<file path="config.mk">
export PLATFORM = sky130hd
export DESIGN_NAME = mod_arith_pipe_flat
export DESIGN_NICKNAME = d
export VERILOG_FILES = /design/src/rtl/mod_arith_pipe_if.sv /design/src/rtl/mod_arith_pipe.sv /design/src/flat_wrapper.sv
export SDC_FILE = /design/constraint.sdc
export NUM_CORES = 1
export LEC_CHECK = 0
export ABC_CLOCK_PERIOD_IN_PS = 11500
export CAP_MARGIN = 20
export CORE_ASPECT_RATIO = 1.25
export CORE_MARGIN = 2
export CORE_UTILIZATION = 40
export CTS_CLUSTER_SIZE = 8
export DETAILED_ROUTE_END_ITERATION = 10
export GPL_TIMING_DRIVEN = 0
export PLACE_DENSITY = 0.68
export SETUP_SLACK_MARGIN = 0.05
export SYNTH_ARGS = -nofsm -noshare
export SYNTH_HDL_FRONTEND = slang
export SYNTH_SLANG_ARGS = --single-unit
</file>
<file path="constraint.sdc">
create_clock -name clk -period 11.5 [get_ports clk]
set_input_delay 1.15 -clock clk [delete_from_list [all_inputs] [get_ports clk]]
set_output_delay 1.15 -clock clk [all_outputs]
set_load 0.05 [all_outputs]
</file>
<file path="src/rtl/mod_arith_pipe_if.sv">
// Handshake bundle for mod_arith_pipe: operand input channel, result output channel
// and status. The master side drives operands and consumes results.
interface mod_arith_pipe_if #(
  parameter int unsigned WIDTH = 12,
  parameter int unsigned TAG_W = 8,
  parameter int unsigned CNT_W = 32
);
  logic             in_valid;
  logic             in_ready;
  logic [1:0]       in_op;
  logic [WIDTH-1:0] in_a;
  logic [WIDTH-1:0] in_b;
  logic [TAG_W-1:0] in_tag;
  logic             out_valid;
  logic             out_ready;
  logic [WIDTH-1:0] out_res;
  logic [TAG_W-1:0] out_tag;
  logic             range_err;
  logic [CNT_W-1:0] op_count;

  modport master (
    output in_valid, in_op, in_a, in_b, in_tag, out_ready,
    input  in_ready, out_valid, out_res, out_tag, range_err, op_count
  );

  modport slave (
    input  in_valid, in_op, in_a, in_b, in_tag, out_ready,
    output in_ready, out_valid, out_res, out_tag, range_err, op_count
  );
endinterface

</file>
<file path="src/rtl/mod_arith_pipe.sv">
// Four-stage elastic modular MUL/ADD/SUB/PASS unit with Barrett reduction, sideband tag,
// sticky operand range error and a saturating completion counter.
module mod_arith_pipe #(
  parameter int unsigned WIDTH = 12,
  parameter int unsigned Q     = 3329,
  parameter int unsigned TAG_W = 8,
  parameter int unsigned CNT_W = 32
) (
  input logic               clk,
  input logic               rst,
  mod_arith_pipe_if.slave   bus
);
  localparam int unsigned      K     = 2 * WIDTH;
  localparam int unsigned      RW    = WIDTH + 2;
  localparam int unsigned      PW    = 2 * K + 1;
  localparam logic [63:0]      MFull = (64'd1 << K) / 64'(Q);
  localparam logic [K:0]       M     = MFull[K:0];
  localparam logic [WIDTH-1:0] QW    = WIDTH'(Q);

  typedef enum logic [1:0] {OpMul = 2'b00, OpAdd = 2'b01, OpSub = 2'b10, OpPass = 2'b11} op_e;

  logic             s0_v_q, s1_v_q, s2_v_q, s3_v_q;
  logic             s0_ld, s1_ld, s2_ld, s3_ld, in_fire;
  logic [1:0]       s0_op_q;
  logic [WIDTH-1:0] s0_a_q, s0_b_q;
  logic [TAG_W-1:0] s0_tag_q, s1_tag_q, s2_tag_q, s3_tag_q;
  logic [K-1:0]     s1_raw_q, raw_d;
  logic [RW-1:0]    s2_r_q, r_d, r1, r2;
  logic [WIDTH-1:0] s3_res_q;
  logic [PW-1:0]    prod, qq;
  logic [K:0]       qhat;
  logic             range_err_q, range_err_d, a_bad, b_bad;
  logic [CNT_W-1:0] op_count_q, op_count_d;
  logic             unused_prod_lo;

  // A stage loads when empty or when its occupant leaves this cycle, so bubbles collapse.
  always_comb begin
    s3_ld   = ~s3_v_q | bus.out_ready;
    s2_ld   = ~s2_v_q | s3_ld;
    s1_ld   = ~s1_v_q | s2_ld;
    s0_ld   = ~s0_v_q | s1_ld;
    in_fire = bus.in_valid & s0_ld;
  end

  always_comb begin
    raw_d = '0;
    unique case (op_e'(s0_op_q))
      OpMul:  raw_d = K'(s0_a_q) * K'(s0_b_q);
      OpAdd:  raw_d = K'(s0_a_q) + K'(s0_b_q);
      OpSub:  raw_d = K'(s0_a_q) + K'(QW) - K'(s0_b_q);
      OpPass: raw_d = K'(s0_a_q);
    endcase
  end

  // Barrett: qhat underestimates raw/Q by at most 2, so r lands in [0, 3Q).
  always_comb begin
    prod = PW'(s1_raw_q) * PW'(M);
    qhat = prod[PW-1:K];
    qq   = PW'(qhat) * PW'(QW);
    r_d  = RW'(s1_raw_q) - RW'(qq);
  end
  assign unused_prod_lo = ^prod[K-1:0];

  always_comb begin
    r1 = (s2_r_q >= RW'(QW)) ? s2_r_q - RW'(QW) : s2_r_q;
    r2 = (r1 >= RW'(QW)) ? r1 - RW'(QW) : r1;
  end

  always_comb begin
    a_bad       = bus.in_a >= QW;
    b_bad       = (bus.in_op != OpPass) && (bus.in_b >= QW);
    range_err_d = range_err_q | (in_fire & (a_bad | b_bad));
    op_count_d  = op_count_q;
    if (s3_v_q && bus.out_ready && !(&op_count_q)) begin
      op_count_d = op_count_q + 1'b1;
    end
  end

  always_ff @(posedge clk) begin
    if (!rst) begin
      s0_v_q      <= 1'b0;
      s1_v_q      <= 1'b0;
      s2_v_q      <= 1'b0;
      s3_v_q      <= 1'b0;
      s0_op_q     <= '0;
      s0_a_q      <= '0;
      s0_b_q      <= '0;
      s0_tag_q    <= '0;
      s1_raw_q    <= '0;
      s1_tag_q    <= '0;
      s2_r_q      <= '0;
      s2_tag_q    <= '0;
      s3_res_q    <= '0;
      s3_tag_q    <= '0;
      range_err_q <= 1'b0;
      op_count_q  <= '0;
    end else begin
      range_err_q <= range_err_d;
      op_count_q  <= op_count_d;
      if (s0_ld) s0_v_q <= bus.in_valid;
      if (s1_ld) s1_v_q <= s0_v_q;
      if (s2_ld) s2_v_q <= s1_v_q;
      if (s3_ld) s3_v_q <= s2_v_q;
      if (in_fire) begin
        s0_op_q  <= bus.in_op;
        s0_a_q   <= bus.in_a;
        s0_b_q   <= bus.in_b;
        s0_tag_q <= bus.in_tag;
      end
      if (s1_ld && s0_v_q) begin
        s1_raw_q <= raw_d;
        s1_tag_q <= s0_tag_q;
      end
      if (s2_ld && s1_v_q) begin
        s2_r_q   <= r_d;
        s2_tag_q <= s1_tag_q;
      end
      // Output registers only change on a load, keeping results stable under backpressure.
      if (s3_ld && s2_v_q) begin
        s3_res_q <= r2[WIDTH-1:0];
        s3_tag_q <= s2_tag_q;
      end
    end
  end

  assign bus.in_ready  = s0_ld;
  assign bus.out_valid = s3_v_q;
  assign bus.out_res   = s3_res_q;
  assign bus.out_tag   = s3_tag_q;
  assign bus.range_err = range_err_q;
  assign bus.op_count  = op_count_q;
endmodule

</file>
<file path="src/flat_wrapper.sv">
// flat-port wrapper written by rule: the top's interface ports become plain ports
module mod_arith_pipe_flat 
#(
  parameter int unsigned WIDTH = 12,
  parameter int unsigned Q     = 3329,
  parameter int unsigned TAG_W = 8,
  parameter int unsigned CNT_W = 32
)
  (clk, rst, bus_in_valid, bus_in_op, bus_in_a, bus_in_b, bus_in_tag, bus_out_ready, bus_in_ready, bus_out_valid, bus_out_res, bus_out_tag, bus_range_err, bus_op_count);
  mod_arith_pipe_if #(.WIDTH(WIDTH), .TAG_W(TAG_W), .CNT_W(CNT_W)) bus_i ();
  input logic clk;
  input logic rst;
  input wire logic [$bits(bus_i.in_valid)-1:0] bus_in_valid;
  input wire logic [$bits(bus_i.in_op)-1:0] bus_in_op;
  input wire logic [$bits(bus_i.in_a)-1:0] bus_in_a;
  input wire logic [$bits(bus_i.in_b)-1:0] bus_in_b;
  input wire logic [$bits(bus_i.in_tag)-1:0] bus_in_tag;
  input wire logic [$bits(bus_i.out_ready)-1:0] bus_out_ready;
  output wire logic [$bits(bus_i.in_ready)-1:0] bus_in_ready;
  output wire logic [$bits(bus_i.out_valid)-1:0] bus_out_valid;
  output wire logic [$bits(bus_i.out_res)-1:0] bus_out_res;
  output wire logic [$bits(bus_i.out_tag)-1:0] bus_out_tag;
  output wire logic [$bits(bus_i.range_err)-1:0] bus_range_err;
  output wire logic [$bits(bus_i.op_count)-1:0] bus_op_count;
  assign bus_i.in_valid = bus_in_valid;
  assign bus_i.in_op = bus_in_op;
  assign bus_i.in_a = bus_in_a;
  assign bus_i.in_b = bus_in_b;
  assign bus_i.in_tag = bus_in_tag;
  assign bus_i.out_ready = bus_out_ready;
  assign bus_in_ready = bus_i.in_ready;
  assign bus_out_valid = bus_i.out_valid;
  assign bus_out_res = bus_i.out_res;
  assign bus_out_tag = bus_i.out_tag;
  assign bus_range_err = bus_i.range_err;
  assign bus_op_count = bus_i.op_count;
  mod_arith_pipe #(.WIDTH(WIDTH), .Q(Q), .TAG_W(TAG_W), .CNT_W(CNT_W)) u_core (.clk(clk), .rst(rst), .bus(bus_i));
endmodule
</file>
# Word level (Yosys, flattened, before mapping)
# Cells that the tools add are included.
# word_totals
reg_bits	145
elab_cells	58
output_inout_bits	55
inputBits	38
# op_classes
n_eq_ne	4
mux	3
bitwise	12
n_lt_le_gt_ge	4
add_sub_neg	7
n_reduce_logical	9
multipliers	3
# op_table
operator	count
$pmux W24 S4	1
$mul A24 B13 Y37 const B	1
$add A32 B1 Y32 const B	1
$reduce_and A32 Y1	1
$ge A14 B12 Y1 const B	2
$ge A12 B12 Y1 const B	2
$mul A12 B12 Y24	1
$sub A24 B12 Y24	1
$mul A13 B12 Y14 const B	1
$mux W14	1
$sub A14 B12 Y14 const B	1
$sub A14 B14 Y14	1
$add A12 B12 Y13	1
$add A12 B12 Y13 const B	1
$mux W12	1
$sub A12 B12 Y12 const B	1
$logic_and A1 B1 Y1	6
$or A1 B1 Y1	6
$eq A2 B2 Y1 const B	2
$not A1 Y1	4
$and A1 B1 Y1	2
$eq A2 B1 Y1 const B	1
$logic_not A2 Y1	1
$ne A2 B2 Y1 const B	1
$logic_not A1 Y1	1

# Logic depth before layout (Yosys ltp)
# Gate-level depths: netlist of the first run.
# logic_depth
depth_word	8
ltp_mapped	36

# Least setup slack after synthesis of the first run
# OpenSTA, ideal clock, no wires.
# synth_path
path_type	reg2reg
start	register u_core.s1_raw_q[18]
end	register u_core.s2_r_q[13]
setup_ns	0.091
stages_incl_launch_ff	32
t_required_ns	11.409
arrival_time_ns	8.918
path_buffers	1
path_slack_ns	2.491
cell_sequence	dfxtp_1 -> inv_1 -> fa_1 -> fa_1 -> inv_1 -> fa_1 -> fa_1 -> inv_1 -> fa_1 -> inv_1 -> ha_1 -> a21o_1 -> a211oi_1 -> a21o_1 -> and2_0 -> clkbuf_1 -> o221ai_1 -> or2_2 -> ha_1 -> fa_1 -> ha_1 -> fa_1 -> fa_1 -> inv_1 -> ha_1 -> and2_1 -> a22o_1 -> a311oi_1 -> nor4_1 -> o211a_1 -> or4_1 -> a311oi_1
# synth_between
elab_chain_cells	3
# synth_rtl
element	line	source
from (decl)	mod_arith_pipe.sv:27	logic [K-1:0] s1_raw_q, raw_d;
from (signal assigned)	mod_arith_pipe.sv:111	s1_raw_q <= raw_d;
$mul A24 B13 Y37	mod_arith_pipe.sv:57	prod = PW'(s1_raw_q) * PW'(M);
$mul A13 B12 Y14	mod_arith_pipe.sv:59	qq = PW'(qhat) * PW'(QW);
$sub A14 B14 Y14	mod_arith_pipe.sv:60	r_d = RW'(s1_raw_q) - RW'(qq);
to (signal assigned)	mod_arith_pipe.sv:115	s2_r_q <= r_d;
to (decl)	mod_arith_pipe.sv:28	logic [RW-1:0] s2_r_q, r_d, r1, r2;
# No other way between the ends.
# A chain may end at the register's enable or synchronous reset.

# Worst setup path after layout of the first run
# layout_path
start	register u_core.s1_raw_q[10]
end	register u_core.s2_r_q[13]
# layout_between
elab_chain_cells	3
# layout_rtl
element	line
$mul A24 B13 Y37	mod_arith_pipe.sv:57
$mul A13 B12 Y14	mod_arith_pipe.sv:59
$sub A14 B14 Y14 (*)	mod_arith_pipe.sv:60
# Every way passes the cells marked *; elsewhere a longest branch is shown, timed or not.

==> results.sh, run 1 <==
export IMPL_dieWidth_um=199
export IMPL_vias=15700
export IMPL_post_route_min_period_ns=10.22
export IMPL_power_density_nw_per_um2=297
export IMPL_dp_cells=2938
export IMPL_drv_cap=0
export IMPL_ioPinCount=93
export IMPL_multi_input_comb_area_um2=14500
export IMPL_cts_sinks=145
export IMPL_path_clk_slew_ns=0.07
export IMPL_nets=2848
export IMPL_post_cts_buffers=0
export IMPL_via_per_inst=5.28
export IMPL_tns_ns=0
export IMPL_synth_edf_count=0
export IMPL_seqCellArea_um2=2900
export IMPL_mostFrequentLayoutCells="inv_1, nand2_1, ha_1, fa_1, dfxtp_1"
export IMPL_setup_viol=0
export IMPL_overflow=0
export IMPL_synthFlopType="dfxtp_1"
export IMPL_crit_arrival_ns=10.55
export IMPL_mostFrequentLayoutCell="inv_1"
export IMPL_cts_tree="built"
export IMPL_syn_to_final_growth_pct=12.0
export IMPL_crit_path_end_kind="register"
export IMPL_stdcell_count=2970
export IMPL_synth_area_leader_cell="fa_1"
export IMPL_crit_type="reg2reg"
export IMPL_hold_depth=2
export IMPL_cts_hold_buf=0
export IMPL_portBuffers=91
export IMPL_drcViolationCount=0
export IMPL_drt_first_pass_iters=8
export IMPL_syn_inst=2210
export IMPL_status="completed"
export IMPL_die_h_um=248
export IMPL_first_global_vias=16400
export IMPL_hold_class="reg2reg"
export IMPL_crit_required_ns=11.83
export IMPL_htreeDepth=4
export IMPL_ff2ff_path_depth=30
export IMPL_gp_congestion=0.920
export IMPL_peakVddDrop_mv=0.649
export IMPL_yosysWarningCount=0
export IMPL_synthesis_area_um2=19000
export IMPL_wl_mm=50.6
export IMPL_postRouteAntennaNets=0
export IMPL_ctsLongestPathBuffers=2
export IMPL_yosysUniqueCellTypes=86
export IMPL_yosysTopAreaCellShare_pct=24.9
export IMPL_worst_r2r_setup_slack_ns=1.28
export IMPL_hpwl_mm=42.5
export IMPL_rsz0062_at_grt="no"
export IMPL_cpPeakStageDelay_ns=0.76
export IMPL_cts_inserted_buffers=17
export IMPL_max_freq_ghz=0.0979
export IMPL_critPathSlowestCell="o31ai_1"
export IMPL_initialDrtViolationCount=766
export IMPL_synth_yosys_seq_area_share_pct=15.2
export IMPL_grt_max_degree=17
export IMPL_r2r_start="u_core.s1_raw_q[10]$_SDFFE_PN0P_"
export IMPL_cts_resized=0
export IMPL_dieArea_um2=49400
export IMPL_fillers=4559
export IMPL_fin_skew_ns=0.0130
export IMPL_synth_nets=2738
export IMPL_tightestPinTransition_ns=0.938
export IMPL_drive_above_1_share_pct=3.00
export IMPL_ys_top_cells_by_area="fa_1, ha_1, dfxtp_1, inv_1, nand2_1"
export IMPL_initial_core_util_pct=40.4
export IMPL_fin_hold_ws_ns=0.449
export IMPL_worstPathMaxFanout=8
export IMPL_grt_use_total_pct=21.1
export IMPL_p_leak_uw=0.0101
export IMPL_ys_ff_latch=145
export IMPL_synth_avg_cell_area_um2=8.62
export IMPL_hold_end="u_core.bus.out_tag[3]$_SDFFE_PN0P_"
export IMPL_slew_violations=0
export IMPL_cpMostUsedCell="fa_1"
export IMPL_antenna_found_initial=0
export IMPL_hold_viol_final=0
export IMPL_coreArea_um2=47100
export IMPL_clk_latency_ns=0.43
export IMPL_timing_final_crit_share_pct=88.8
export IMPL_core_rowCount=89
export IMPL_wl_per_cell_um=17.0
export IMPL_cts_root_buf="clkbuf_16"
export IMPL_async_flop_share_pct=0
export IMPL_r2r_end="u_core.s2_r_q[13]$_SDFFE_PN0P_"
export IMPL_grt_pass1_wl_mm=82.4
export IMPL_num_antenna_cells=0
export IMPL_max_slew_margin_pct=36.9
export IMPL_min_from="u_core.s2_tag_q[3]$_SDFFE_PN0P_"
export IMPL_critPathLaunchType="register"
[synthesized netlist by cell type (8+ instances only)]
master    number
ha_1         253
or3_1         22
nand4_1       22
and3_1        19
a211o_1        9
o21a_1        19
inv_1        345
o21ai_0       50
nor4_1        13
dfxtp_1      145
nand3_1       63
xnor2_1       54
nor2_1       101
o211ai_1       8
nor2b_1       12
nand2_1      299
o31ai_1       10
xor2_1        41
a31oi_1        9
a21oi_1      130
and2_1        59
clkbuf_1      76
nand2b_1      18
fa_1         237
a211oi_1      16
a21o_1        23
nor3_1        27
[state kept, by name, indices dropped and copies added, names as in the netlist]
name and flops:
u_core.s0_v_q 1, u_core.bus.out_valid 1, u_core.bus.range_err 1, u_core.bus.op_count 32, u_core.s0_op_q 2, u_core.s1_tag_q 8, u_core.s2_tag_q 8, u_core.s2_r_q 14
u_core.s0_b_q 12, u_core.s1_v_q 1, u_core.s0_tag_q 8, u_core.s1_raw_q 24, u_core.bus.out_res 12, u_core.s0_a_q 12, u_core.s2_v_q 1, u_core.bus.out_tag 8
[area by class of cell]
| type | instances | share of cell area (%) |
|---|---|---|
| clock inverter | 13 | 0.610 |
| multi-input combinational | 1635 | 68.0 |
| buffer | 84 | 1.63 |
| sequential | 145 | 13.6 |
| timing repair buffer | 91 | 4.27 |
| inverter | 346 | 6.09 |
| tap | 637 | 3.74 |
| clock buffer | 19 | 2.08 |
[power breakdown]
part           internal (uW)  total, uW  leakage (uW)  switching (uW)
logic                   2300       5220       0.00869            2920
registers                529        576       0.00118            46.8
clock network            307        542      0.000266             234
[cells by family after synthesis]
family          synth area share (%)
mux                            0.907
compound gates                  12.1
xor+xnor                        4.37
fa+ha+maj                       41.5
buf+inv                         8.65
simple gates                    17.2
flops                           15.2
[worst max path at each step]
stage,startpoint,to,slack (ns),cells after the start
floorplan,u_core.s1_raw_q[18]$_SDFFE_PN0P_,u_core.s2_r_q[13]$_SDFFE_PN0P_,2.49,31
global placement,u_core.s1_raw_q[10]$_SDFFE_PN0P_,u_core.s2_r_q[13]$_SDFFE_PN0P_,1.44,30
detailed placement,u_core.s1_raw_q[9]$_SDFFE_PN0P_,u_core.s2_r_q[13]$_SDFFE_PN0P_,1.35,30
CTS,u_core.s1_raw_q[9]$_SDFFE_PN0P_,u_core.s2_r_q[13]$_SDFFE_PN0P_,1.29,30
global route,u_core.s1_raw_q[10]$_SDFFE_PN0P_,u_core.s2_r_q[13]$_SDFFE_PN0P_,0.76,30
finish,u_core.s1_raw_q[10]$_SDFFE_PN0P_,u_core.s2_r_q[13]$_SDFFE_PN0P_,1.28,30
[through the flow]
step	cell area [um^2]	power, uW	utilization [%]	setup slack, ns
after global placement	20700	5550	44.0	1.44
after global routing	21300	6960	45.3	0.760
after CTS	21300	6310	45.3	1.29
after floorplan	19000	4670	-	2.49
final	21300	6340	45.3	1.28
after detailed placement	20700	5710	44.0	1.35
[per-layer routing]
layer / wire length (um) / global-route usage [%] / part of all wire (%) / vias to the layer above
li1: - / - / - / 7492
met4: 1970 / 8.47 / 3.9 / 0
met1: 20800 / 25.0 / 41 / 7704
met3: 1670 / 2.05 / 3.3 / 116
met2: 26200 / 38.9 / 52 / 381
met5: 0 / 0 / 0 / -
[critical path: cells and delay by family (launching register included)]
family                     cells  cell delay (ns)
adders and majority gates     11             5.09
and+or+nand+nor                7             1.38
xor gates and xnor gates       1             0.23
buffers and inverters          3             0.16
DFF                            1             0.69
AOI/OAI and AO/OA              8             2.54
Power figures use the tool's default switching activity.
==> inputs of run 2 (changes only) <==
--- a/config.mk
+++ b/config.mk
@@ -14,7 +14,7 @@
 export DETAILED_ROUTE_END_ITERATION = 10
 export GPL_TIMING_DRIVEN = 0
 export PLACE_DENSITY = 0.68
-export SETUP_SLACK_MARGIN = 0.05
+export SETUP_SLACK_MARGIN = 0.1
 export SYNTH_ARGS = -nofsm -noshare
 export SYNTH_HDL_FRONTEND = slang
 export SYNTH_SLANG_ARGS = --single-unit
==> results of run 2 <==
Same layout as run 1: the final DEF is identical, and so are final timing and power.
==> inputs of run 3 (changes only) <==
--- a/config.mk
+++ b/config.mk
@@ -13,6 +13,7 @@
 export CTS_CLUSTER_SIZE = 8
 export DETAILED_ROUTE_END_ITERATION = 10
 export GPL_TIMING_DRIVEN = 0
+export MAX_ROUTING_LAYER = met4
 export PLACE_DENSITY = 0.68
 export SETUP_SLACK_MARGIN = 0.1
 export SYNTH_ARGS = -nofsm -noshare
==> run 3 against run 2 <==
  * Register-to-register slack improved by 0.04 ns
  * Sequential power about the same
  * Clock power increased by 4%
  * Combinational power decreased by 2%
  * Largest power group unchanged
  * Worst setup slack improved by 0.044 ns
  * Fmax increased by 0.43%
  * Hold slack improved by 0.0064 ns
  * Count of clock-buffer cells in the layout unchanged
  * Cell area about the same
==> results.sh, run 3 (synthesized netlist as in run 1, its figures left out) <==
export IMPL_drv_cap=0
export IMPL_first_global_vias=16800
export IMPL_peakVddDrop_mv=0.721
export IMPL_drcViolationCount=0
export IMPL_grt_pass1_wl_mm=84.4
export IMPL_hpwl_mm=43.2
export IMPL_portBuffers=91
export IMPL_cpMostUsedCell="fa_1"
export IMPL_use_met3_pct=2.43
export IMPL_dieArea_um2=49400
export IMPL_nets=2848
export IMPL_critPathLaunchType="register"
export IMPL_tightestPinTransition_ns=0.920
export IMPL_initialDrtViolationCount=760
export IMPL_via_per_inst=5.35
export IMPL_post_route_min_period_ns=10.17
export IMPL_worst_r2r_setup_slack_ns=1.33
export IMPL_crit_arrival_ns=10.51
export IMPL_wl_mm=51.8
export IMPL_cp_depth=28
export IMPL_fin_skew_ns=0.0148
export IMPL_gp_congestion=0.943
export IMPL_cp_num_buf_inv=3
export IMPL_cts_inserted_buffers=17
export IMPL_globalRouteMet1Util_pct=25.5
export IMPL_mostFrequentLayoutCell="inv_1"
export IMPL_cts_sinks=145
export IMPL_hold_depth=2
export IMPL_num_antenna_cells=0
export IMPL_p_leak_uw=0.0102
export IMPL_slew_violations=0
export IMPL_htreeDepth=4
export IMPL_crit_family="adder cells"
export IMPL_rsz0062_at_grt="no"
export IMPL_max_slew_margin_pct=38.4
export IMPL_core_rowCount=89
export IMPL_fillers=4510
export IMPL_path_clk_slew_ns=0.07
export IMPL_tns_ns=0
export IMPL_cts_hold_buf=0
export IMPL_hold_viol_final=0
export IMPL_crit_required_ns=11.83
export IMPL_post_cts_buffers=0
export IMPL_fin_hold_ws_ns=0.455
export IMPL_mostFrequentLayoutCells="inv_1, nand2_1, ha_1, fa_1, dfxtp_1"
export IMPL_dieWidth_um=199
export IMPL_seqCellArea_um2=2900
export IMPL_antenna_found_initial=1
export IMPL_cts_root_buf="clkbuf_16"
export IMPL_overflow=0
export IMPL_wl_per_cell_um=17.4
export IMPL_crit_path_end_kind="register"
export IMPL_ioPinCount=93
export IMPL_critPathSlowestCell="o31ai_1"
export IMPL_worstPathMaxFanout=8
export IMPL_status="completed"
export IMPL_initial_core_util_pct=40.4
export IMPL_top_usage_layer="met2"
export IMPL_multi_input_comb_area_um2=14500
export IMPL_cpPeakStageDelay_ns=0.73
export IMPL_cts_resized=0
export IMPL_use_met2_pct=39.3
export IMPL_ctsLongestPathBuffers=2
export IMPL_vias=15900
export IMPL_drive_above_1_share_pct=3.04
export IMPL_cts_tree="built"
export IMPL_timing_final_crit_share_pct=88.5
export IMPL_largest_register_ffs=32
export IMPL_coreArea_um2=47100
export IMPL_hold_class="reg2reg"
export IMPL_drt_first_pass_iters=5
export IMPL_die_h_um=248
export IMPL_clk_latency_ns=0.43
export IMPL_power_density_nw_per_um2=293
export IMPL_syn_to_final_growth_pct=12.1
export IMPL_postRouteAntennaNets=0
export IMPL_crit_type="reg2reg"
export IMPL_grt_use_total_pct=22.3
export IMPL_grt_max_degree=17
export IMPL_ff2ff_path_depth=28
export IMPL_max_freq_ghz=0.0983
export IMPL_setup_viol=0
-- run 3: stage by stage --
step	setup slack (ns)	total power [uW]	utilization (%)	area [um^2]	cells
finish	1.33	6260	45.3	21300	2970
global route	0.739	7030	45.3	21300	2970
CTS	1.36	6290	45.3	21300	2970
detailed placement	1.38	5670	44.0	20700	2938
global placement	1.44	5540	44.0	20700	2938
floorplan	2.49	4670	-	19000	2210
-- run 3: final cells by class --
class | instances | share of cell area [%]
clock inverters | 13 | 0.662
flip-flops and latches | 145 | 13.6
clock buffers | 19 | 2.12
well taps | 637 | 3.73
repair buffers | 91 | 4.27
inverters | 346 | 6.09
plain buffers | 84 | 1.63
multi-input cells | 1635 | 67.9
-- run 3: where the power goes --
group / leakage (uW) / internal [uW] / switching [uW] / total (uW)
clock: 0.000291 / 318 / 243 / 561
sequential: 0.00118 / 529 / 46.6 / 576
combinational: 0.00869 / 2290 / 2830 / 5120
total: 0.0102 / 3140 / 3120 / 6260
-- run 3: worst min-delay path, delay by kind of cell, from the launching register on --
kind / cells / cell delay [ns]
and+or+nand+nor: 1 / 0.05
DFF: 1 / 0.31
AOI/OAI and AO/OA: 1 / 0.05
-- run 3: final timing paths --
kind,from,end
max,u_core.s1_raw_q[10]$_SDFFE_PN0P_,u_core.s2_r_q[13]$_SDFFE_PN0P_
min,u_core.s2_tag_q[2]$_SDFFE_PN0P_,u_core.bus.out_tag[2]$_SDFFE_PN0P_
max reg2reg,u_core.s1_raw_q[10]$_SDFFE_PN0P_,u_core.s2_r_q[13]$_SDFFE_PN0P_
min reg2reg,u_core.s2_tag_q[2]$_SDFFE_PN0P_,u_core.bus.out_tag[2]$_SDFFE_PN0P_
-- run 3: per-layer routing --
| layer | vias to the layer above | wire length (um) | part of all wire, % |
|---|---|---|---|
| met3 | 133 | 1960 | 3.8 |
| met5 | - | 0 | 0 |
| li1 | 7508 | - | - |
| met2 | 409 | 26600 | 51 |
| met4 | 0 | 2260 | 4.4 |
| met1 | 7827 | 20900 | 40 |
